--- src/rtl/mult_pipe_if.sv ---
// Handshake and data bundle for the pipelined fixed-point multiplier.
// The slave side is the multiplier; the master side feeds operands and drains results.
`timescale 1ns/1ps
interface mult_pipe_if #(
    parameter int A_W   = 17,
    parameter int B_W   = 16,
    parameter int OUT_W = 16
);
    logic             in_valid;
    logic             in_ready;
    logic [A_W-1:0]   mult_in1;
    logic [B_W-1:0]   mult_in2;
    logic             out_valid;
    logic             out_ready;
    logic [OUT_W-1:0] mult_out;
    logic             ovf;
    logic             ovf_clr;

    modport master (
        output in_valid, mult_in1, mult_in2, out_ready, ovf_clr,
        input  in_ready, out_valid, mult_out, ovf
    );

    modport slave (
        input  in_valid, mult_in1, mult_in2, out_ready, ovf_clr,
        output in_ready, out_valid, mult_out, ovf
    );
endinterface

--- src/rtl/mult_pipe.sv ---
// Pipelined fixed-point multiplier: full product, optional round-half-up,
// right shift by SHIFT, clamp to OUT_W. Whole pipeline freezes on output stall.
// A sticky ovf flag records any clamped result.
`timescale 1ns/1ps
module mult_pipe #(
    parameter int A_W      = 17,
    parameter int B_W      = 16,
    parameter int OUT_W    = 16,
    parameter int SHIFT    = 16,
    parameter int A_SIGNED = 0,
    parameter int B_SIGNED = 1,
    parameter int ROUND    = 1,
    parameter int LAT      = 3
) (
    input logic       clk,
    input logic       rst,
    mult_pipe_if.slave bus
);
    // Internal width: exact product plus a guard bit for the rounding add and
    // a spare sign bit so unsigned-by-unsigned products stay positive.
    localparam int W = A_W + B_W + 2;
    localparam bit OUT_SIGNED = (A_SIGNED != 0) || (B_SIGNED != 0);
    localparam logic signed [W-1:0] ONE  = W'(1);
    localparam int                  RSH  = (SHIFT > 0) ? SHIFT - 1 : 0;
    localparam logic signed [W-1:0] RND  = (ROUND != 0 && SHIFT > 0) ? (ONE <<< RSH) : '0;
    localparam logic signed [W-1:0] SMAX = OUT_SIGNED ? (ONE <<< (OUT_W - 1)) - ONE
                                                      : (ONE <<< OUT_W) - ONE;
    localparam logic signed [W-1:0] SMIN = OUT_SIGNED ? -(ONE <<< (OUT_W - 1)) : '0;

    function automatic logic signed [W-1:0] f_mul(input logic [A_W-1:0] a,
                                                  input logic [B_W-1:0] b);
        logic signed [W-1:0] ax;
        logic signed [W-1:0] bx;
        ax = {{(W-A_W){(A_SIGNED != 0) & a[A_W-1]}}, a};
        bx = {{(W-B_W){(B_SIGNED != 0) & b[B_W-1]}}, b};
        return ax * bx;
    endfunction

    function automatic logic signed [W-1:0] f_rsh(input logic signed [W-1:0] p);
        return (p + RND) >>> SHIFT;
    endfunction

    function automatic logic f_ovf(input logic signed [W-1:0] s);
        return (s > SMAX) || (s < SMIN);
    endfunction

    function automatic logic [OUT_W-1:0] f_sat(input logic signed [W-1:0] s);
        if (s > SMAX) return SMAX[OUT_W-1:0];
        if (s < SMIN) return SMIN[OUT_W-1:0];
        return s[OUT_W-1:0];
    endfunction

    logic                w_stall;
    logic                w_en;
    logic signed [W-1:0] w_last_s;
    logic                w_last_v;
    logic                r_vld_p2;
    logic [OUT_W-1:0]    r_out_p2;
    logic                r_ovf;

    assign w_stall      = r_vld_p2 && !bus.out_ready;
    assign w_en         = !w_stall;
    assign bus.in_ready = w_en;
    assign bus.out_valid = r_vld_p2;
    assign bus.mult_out = r_out_p2;
    assign bus.ovf      = r_ovf;

    if (LAT < 1 || LAT > 6) begin : g_lat_chk
        $error("mult_pipe: LAT=%0d is outside 1..6", LAT);
    end

    if (LAT == 1) begin : g_lat1
        // Single-register build: the whole datapath is combinational into the output register.
        assign w_last_s = f_rsh(f_mul(bus.mult_in1, bus.mult_in2));
        assign w_last_v = bus.in_valid;
    end else begin : g_latn
        logic signed [W-1:0] r_prod_p0;
        logic                r_vld_p0;

        // Stage 0: full-precision product.
        always_ff @(posedge clk or negedge rst) begin
            if (!rst) begin
                r_vld_p0  <= 1'b0;
                r_prod_p0 <= '0;
            end else if (w_en) begin
                r_vld_p0 <= bus.in_valid;
                if (bus.in_valid) r_prod_p0 <= f_mul(bus.mult_in1, bus.mult_in2);
            end
        end

        if (LAT == 2) begin : g_lat2
            assign w_last_s = f_rsh(r_prod_p0);
            assign w_last_v = r_vld_p0;
        end else begin : g_lat3p
            localparam int NM = LAT - 2;
            logic signed [W-1:0] r_scl_p1 [NM];
            logic [NM-1:0]       r_vld_p1;

            // Stage 1: round and shift, then any extra delay stages carry the scaled value.
            always_ff @(posedge clk or negedge rst) begin
                if (!rst) begin
                    r_vld_p1 <= '0;
                    for (int k = 0; k < NM; k++) r_scl_p1[k] <= '0;
                end else if (w_en) begin
                    r_vld_p1[0] <= r_vld_p0;
                    if (r_vld_p0) r_scl_p1[0] <= f_rsh(r_prod_p0);
                    for (int k = 1; k < NM; k++) begin
                        r_vld_p1[k] <= r_vld_p1[k-1];
                        if (r_vld_p1[k-1]) r_scl_p1[k] <= r_scl_p1[k-1];
                    end
                end
            end

            assign w_last_s = r_scl_p1[NM-1];
            assign w_last_v = r_vld_p1[NM-1];
        end
    end

    // Stage 2: saturate into the output register; holds while downstream stalls.
    always_ff @(posedge clk or negedge rst) begin
        if (!rst) begin
            r_vld_p2 <= 1'b0;
            r_out_p2 <= '0;
        end else if (w_en) begin
            r_vld_p2 <= w_last_v;
            if (w_last_v) r_out_p2 <= f_sat(w_last_s);
        end
    end

    // Sticky overflow: a saturating load wins over a simultaneous clear.
    always_ff @(posedge clk or negedge rst) begin
        if (!rst) begin
            r_ovf <= 1'b0;
        end else if (w_en && w_last_v && f_ovf(w_last_s)) begin
            r_ovf <= 1'b1;
        end else if (bus.ovf_clr) begin
            r_ovf <= 1'b0;
        end
    end
endmodule

--- src/flat_wrapper.sv ---
// flat-port wrapper written by rule: the top's interface ports become plain ports
module mult_pipe_flat 
#(
    parameter int A_W      = 17,
    parameter int B_W      = 16,
    parameter int OUT_W    = 16,
    parameter int SHIFT    = 16,
    parameter int A_SIGNED = 0,
    parameter int B_SIGNED = 1,
    parameter int ROUND    = 1,
    parameter int LAT      = 3
)
  (clk, rst, bus_in_valid, bus_mult_in1, bus_mult_in2, bus_out_ready, bus_ovf_clr, bus_in_ready, bus_out_valid, bus_mult_out, bus_ovf);
  mult_pipe_if #(.A_W(A_W), .B_W(B_W), .OUT_W(OUT_W)) bus_i ();
  input logic clk;
  input logic rst;
  input wire logic [$bits(bus_i.in_valid)-1:0] bus_in_valid;
  input wire logic [$bits(bus_i.mult_in1)-1:0] bus_mult_in1;
  input wire logic [$bits(bus_i.mult_in2)-1:0] bus_mult_in2;
  input wire logic [$bits(bus_i.out_ready)-1:0] bus_out_ready;
  input wire logic [$bits(bus_i.ovf_clr)-1:0] bus_ovf_clr;
  output wire logic [$bits(bus_i.in_ready)-1:0] bus_in_ready;
  output wire logic [$bits(bus_i.out_valid)-1:0] bus_out_valid;
  output wire logic [$bits(bus_i.mult_out)-1:0] bus_mult_out;
  output wire logic [$bits(bus_i.ovf)-1:0] bus_ovf;
  assign bus_i.in_valid = bus_in_valid;
  assign bus_i.mult_in1 = bus_mult_in1;
  assign bus_i.mult_in2 = bus_mult_in2;
  assign bus_i.out_ready = bus_out_ready;
  assign bus_i.ovf_clr = bus_ovf_clr;
  assign bus_in_ready = bus_i.in_ready;
  assign bus_out_valid = bus_i.out_valid;
  assign bus_mult_out = bus_i.mult_out;
  assign bus_ovf = bus_i.ovf;
  mult_pipe #(.A_W(A_W), .B_W(B_W), .OUT_W(OUT_W), .SHIFT(SHIFT), .A_SIGNED(A_SIGNED), .B_SIGNED(B_SIGNED), .ROUND(ROUND), .LAT(LAT)) u_core (.clk(clk), .rst(rst), .bus(bus_i));
endmodule
--- config.mk ---
export PLATFORM = sky130hd
export DESIGN_NAME = mult_pipe_flat
export DESIGN_NICKNAME = d
export VERILOG_FILES = /design/src/rtl/mult_pipe_if.sv /design/src/rtl/mult_pipe.sv /design/src/flat_wrapper.sv
export SDC_FILE = /design/constraint.sdc
export NUM_CORES = 1
export LEC_CHECK = 0
export ABC_AREA = 1
export BUFFER_PORTS_ARGS = -buffer_cell sky130_fd_sc_hd__buf_2
export CORE_MARGIN = 8
export CORE_UTILIZATION = 41
export CTS_CLUSTER_DIAMETER = 200
export CTS_CLUSTER_SIZE = 40
export DETAILED_ROUTE_END_ITERATION = 10
export GPL_TIMING_DRIVEN = 0
export HOLD_SLACK_MARGIN = 0.03
export PLACE_DENSITY_LB_ADDON = 0.3
export SYNTH_ARGS = -nofsm -noshare
export SYNTH_HDL_FRONTEND = slang
export SYNTH_SLANG_ARGS = --single-unit
--- constraint.sdc ---
create_clock -name clk -period 2.2 [get_ports clk]
set_clock_uncertainty 0.1 [all_clocks]
set_input_delay 0.33 -clock clk [delete_from_list [all_inputs] [get_ports clk]]
set_output_delay 0.33 -clock clk [all_outputs]
set_load 0.02 [all_outputs]
---- After elaboration in Yosys (flattened, before gate mapping) ----
Cells that the tools add are included.
storage, ports and cells
  flip-flop bits (word level) ............. 74
  logic and storage cells ................. 35
  output and inout bits ................... 19
cells by class
  magnitude comparators ................... 2
  muxes and demuxes ....................... 13
  $add $sub $neg .......................... 1
  bitwise logic cells ..................... 1
  $mul .................................... 1
  reductions and logical operators ........ 10
operator list
  operator                                                         number
  2-to-1 mux 16 bit                                                4
  adder 35 x 17 -> 35 bit, second input constant                   1
  multiplier 18 x 16 -> 34 bit                                     1
  greater-than comparator 19 x 16 -> 1 bit, second input constant  1
  less-than comparator 19 x 16 -> 1 bit, second input constant     1
  2-to-1 mux 1 bit                                                 9
  AND reduction 2 bit                                              3
  logical AND 1 bit                                                3
  logical NOT 1 bit                                                2
  nonzero test 2 bit                                               1
  logical OR 1 bit                                                 1
  inverter 1 bit                                                   1

---- Longest topological paths before layout ----
  word-level depth ........................ 9
  gate-level depth with buffers ........... 28
  gate-level depth less buffers ........... 26

---- Worst setup path before layout ----
Ideal clock, no wire load.
  path type ............................... in2reg
  start point ............................. in bus_mult_in2[13]
  end point ............................... reg u_core.g_latn.r_prod_p0[28]
  data arrival time ....................... 5.343 ns
  path buffers ............................ 2
  cell stages on the path ................. 21
  required time ........................... 1.983 ns
  slack ................................... -3.360 ns
  cells stage by stage .................... clkbuf_1 -> clkbuf_1 -> nand2_1 -> fa_1 -> fa_1 -> inv_1 -> fa_1 -> fa_1 -> fa_1 -> inv_1 -> fa_1 -> inv_1 -> ha_1 -> a21oi_1 -> o21ai_0 -> a21oi_1 -> nor2_1 -> nor2_1 -> nand3_1 -> nand3_1 -> nand2_1
on the way
  longest elaborated chain between the ends .. 1
ends and longest elaborated chain
  element                       RTL line            source
  from (decl)                   flat_wrapper.sv:19  input wire logic [$bits(bus_i.mult_in2)-1:0] bus_mult_in2;
  multiplier 18 x 16 -> 34 bit  mult_pipe.sv:36     return ax * bx;
  to (signal assigned)          mult_pipe.sv:87     if (bus.in_valid) r_prod_p0 <= f_mul(bus.mult_in1, bus.mult_in2);
  to (decl)                     mult_pipe.sv:77     logic signed [W-1:0] r_prod_p0;
Every way passes these cells.
A chain may end at the register's enable or synchronous reset.

---- Worst setup path after layout ----
  start point ............................. in bus_mult_in2[6]
  end point ............................... reg u_core.g_latn.r_prod_p0[32]
The elaborated chain is that of the path after synthesis.

==> results by group <==
Status
  – Status: complete, but fails checks
  – Failing checks: setup timing

GRT
  – Pin count of the biggest net entering global routing: 59
  – M2 GR Usage: 0.355
  – Vias in the first global route: 11,700
  – Busiest layer in global routing: met2
  – Global-route wire length before repair: just under 60,000 um
  – Gr ovfl total: 0
  – GRT Total Usage: 0.203
  – Met3 GRT Util: 0.0359
  – Met1 Use GR: 0.245
  – Initial antenna violation count: 0

Floorplanning
  – Die width: around 190 um
  – Site Rows: 63
  – Initial core utilization: 0.418
  – Core area: 0.0297 sq mm
  – Die height: approximately 190 um
  – I/O pin cnt: 57
  – Die area: about 0.036 sq mm

STA
  – RSZ-0062 raised after global routing: yes
  – Worst slew pin tran: between 700 and 800 ps
  – Final Hold Viols: 0
  – Final Slew Violations: 0
  – Final Worst Setup Slack: -2890 ps
  – Fin crit period: slightly above 5000 ps
  – Final setup viols: 19
  – Slew headroom: 0.529
  – Period utilisation layout: 2.31
  – Max Clk Rate: a little under 0.2 GHz

Placed design
  – I/O Buffers: 33
  – GP Congestion: ~0.91
  – Post-DP HPWL: ~28,000 um
  – Placed cells: 2,088

Flow run
  – Max-cap violations: 0

Setup path
  – Crit Reg-Reg Startpoint: u_core.bus.out_valid$_DFFE_PN0N_
  – Worst R2R Setup Slack: around 330 ps
  – Crit path capture type: flop
  – Crit-path max FO: 5
  – Worst R2R End: u_core.g_latn.r_prod_p0[19]$_DFFE_PN0P_
  – Crit-path most repeated cell: fa_1
  – CP Data Arrival Time: 5200 ps
  – Path depth of the worst reg2reg path: 8
  – Delay-heaviest family, CP: adder cells
  – Worst path cell trace: clkbuf_16, clkbuf_16, nand2_4, inv_2, fa_1, inv_2, fa_1, fa_2, fa_1, inv_1, fa_1, inv_1, fa_1, inv_2, ha_4, a21oi_2, o21ai_1, a21oi_1, nand2_2, nand2_2, nand3b_1, nand3_2, nand2_1
  – Crit path launch type: input pin
  – Slowest stage delay, CP: roughly 540 ps
  – Critical-path top delay cell: fa_1
  – Critical Path RT: between 2000 and 2500 ps
  – Worst Setup Path Type: in2reg
  – CP Buf/Inv Count: 7

Worst hold path
  – Hold depth: 2
  – Worst hold endpoint: u_core.bus.ovf$_DFFE_PN0P_
  – Min-Delay Startpoint: bus_ovf_clr
  – Min-delay worst type: in2reg

Layout
  – Finished Layout Cells: between 2,000 and 2,500
  – Area grow syn2layout: 31.1%
  – Fillcell total: ~2,600
  – Layout cells sized above 1: 0.239
  – Nets: approximately 2,200
  – FF/Latch Area: between 0.001 and 0.0015 sq mm
  – Multi-input logic area: approximately 0.01 sq mm
  – Diode count: 0

Yosys
  – YS warnings: 0
  – Ys flop type: dfrtp_1
  – Mapped Cells: roughly 1,700
  – Synth Net Count: between 2,000 and 2,500
  – Yosys cell types: 38
  – Post-synthesis sequential area ratio: 0.117
  – Commonest cells in the netlist: nand2_1 (472), inv_1 (449), fa_1 (207)
  – Mean post-synth cell area: around 7.5 sq um
  – Cell with the most instances after synthesis: nand2_1
  – Syn Std Cell Area: roughly 0.012 sq mm
  – FFs w/ async S/R, synth: 1.00
  – Synth top area share: 0.334
  – Yosys reg bits: 58
  – Number of enable flip-flop cells after synthesis: 0
  – Ranking of synthesized cells by area: fa_1 (33%), nand2_1 (14%), inv_1 (14%), ha_1 (12%), dfrtp_1 (12%)
  – Yosys top cell by area: fa_1

Detailed routing
  – Vias per cell: 4.97
  – Routed len/inst: between 15 and 20 um
  – Drt initial violations: between 600 and 700
  – Total Wirelength: 36,200 um
  – Routed via count: about 11,000
  – DRT Pass-1 Iters: 5
  – DR DRC count: 0
  – Antenna Nets Post-Route: 0

Clock network
  – Worst-skew pair later-pin latency: about 320 ps
  – CTS tree: built
  – CTS H-tree depth: 3
  – CTS buffer count: 9
  – Root buffer cell: clkbuf_16
  – Clk slew on worst S/H paths: 50 ps
  – # clock sinks: 58
  – Longest Clk Path Bufs: 2
[timing repair]
item                                    CTS  global route
hold buffers                              0             1
gates resized for setup                 260            99
pin swaps                               110            71
hold endpoints to repair                  0             7
setup buffers                            62            22
gates cloned                              2             3
endpoints found under the setup margin   19            19
[flip-flops by register name (all words and copies together) (netlist names)]
signal	cells
u_core.g_latn.r_prod_p0	19
u_core.g_latn.r_vld_p0	1
u_core.bus.out_valid	1
u_core.bus.ovf	1
u_core.g_latn.g_lat3p.r_vld_p1	1
u_core.bus.mult_out	16
u_core.g_latn.g_lat3p.r_scl_p1	19
[final cells by class]
type | count | share of cell area
clock buffer | 9 | 0.0138
multi-input combinational | 1091 | 0.617
inverter | 451 | 0.104
sequential | 58 | 0.0892
tap | 390 | 0.0300
timing repair buffer | 123 | 0.0644
buffer | 65 | 0.0732
clock inverter | 7 | 0.00769
[layout by cell type, fill, tap and decap left out, types with 26 or more instances in the layout]
| master | count |
|---|---|
| o21ai_0 | 34 |
| dfrtp_1 | 58 |
| nand2_2 | 32 |
| fa_1 | 194 |
| clkbuf_16 | 46 |
| inv_2 | 38 |
| inv_1 | 409 |
| ha_1 | 101 |
| nand2_1 | 426 |
| buf_2 | 26 |
| buf_4 | 72 |
| nor2_1 | 54 |
| nand3_1 | 28 |
[how the worst max path moves through the flow]
stage / from / to / slack [ps] / cells after the start
2_1_floorplan: bus_mult_in2[6] / u_core.g_latn.r_prod_p0[31]$_DFFE_PN0P_ / -2890 / 26
3_3_place_gp: bus_mult_in1[12] / u_core.g_latn.r_prod_p0[30]$_DFFE_PN0P_ / -3830 / 21
3_5_place_dp: bus_mult_in1[8] / u_core.g_latn.r_prod_p0[30]$_DFFE_PN0P_ / -3860 / 21
4_1_cts: bus_mult_in2[6] / u_core.g_latn.r_prod_p0[32]$_DFFE_PN0P_ / -2840 / 26
5_1_grt: bus_mult_in2[6] / u_core.g_latn.r_prod_p0[32]$_DFFE_PN0P_ / -3150 / 26
6_report: bus_mult_in2[6] / u_core.g_latn.r_prod_p0[32]$_DFFE_PN0P_ / -2890 / 23
[routing by layer]
layer / vias up / wire length [um]
met5: - / 0
met4: 0 / 1430
met3: 100 / 2550
met2: 372 / 17700
met1: 5345 / 14600
li1: 5097 / -
[stage by stage]
step / TNS (ps) / util / hold slack [ps] / worst slack (ps) / area (sq um)
6_report: -53420 / 0.548 / 107 / -2890 / 16300
5_1_grt: -56950 / 0.548 / 115 / -3150 / 16300
4_1_cts: -53170 / 0.529 / 103 / -2840 / 15700
3_5_place_dp: -71440 / 0.458 / 353 / -3860 / 13600
3_3_place_gp: -70130 / 0.458 / 345 / -3830 / 13600
2_1_floorplan: -54120 / - / -65.6 / -2890 / 13000
[cell families (layout without fill, tap and decap cells)]
kind of cell	after synthesis	after routing	synth area share
and+or+nand+nor	635	635	0.209
buffers and inverters	516	655	0.157
adders and majority gates	329	329	0.457
AOI/OAI and AO/OA	110	110	0.0484
DFF	58	58	0.117
xor gates and xnor gates	17	17	0.0120
Power is not shown: default switching activity piles up to over one toggle a cycle in this logic, so the estimate is an artifact.
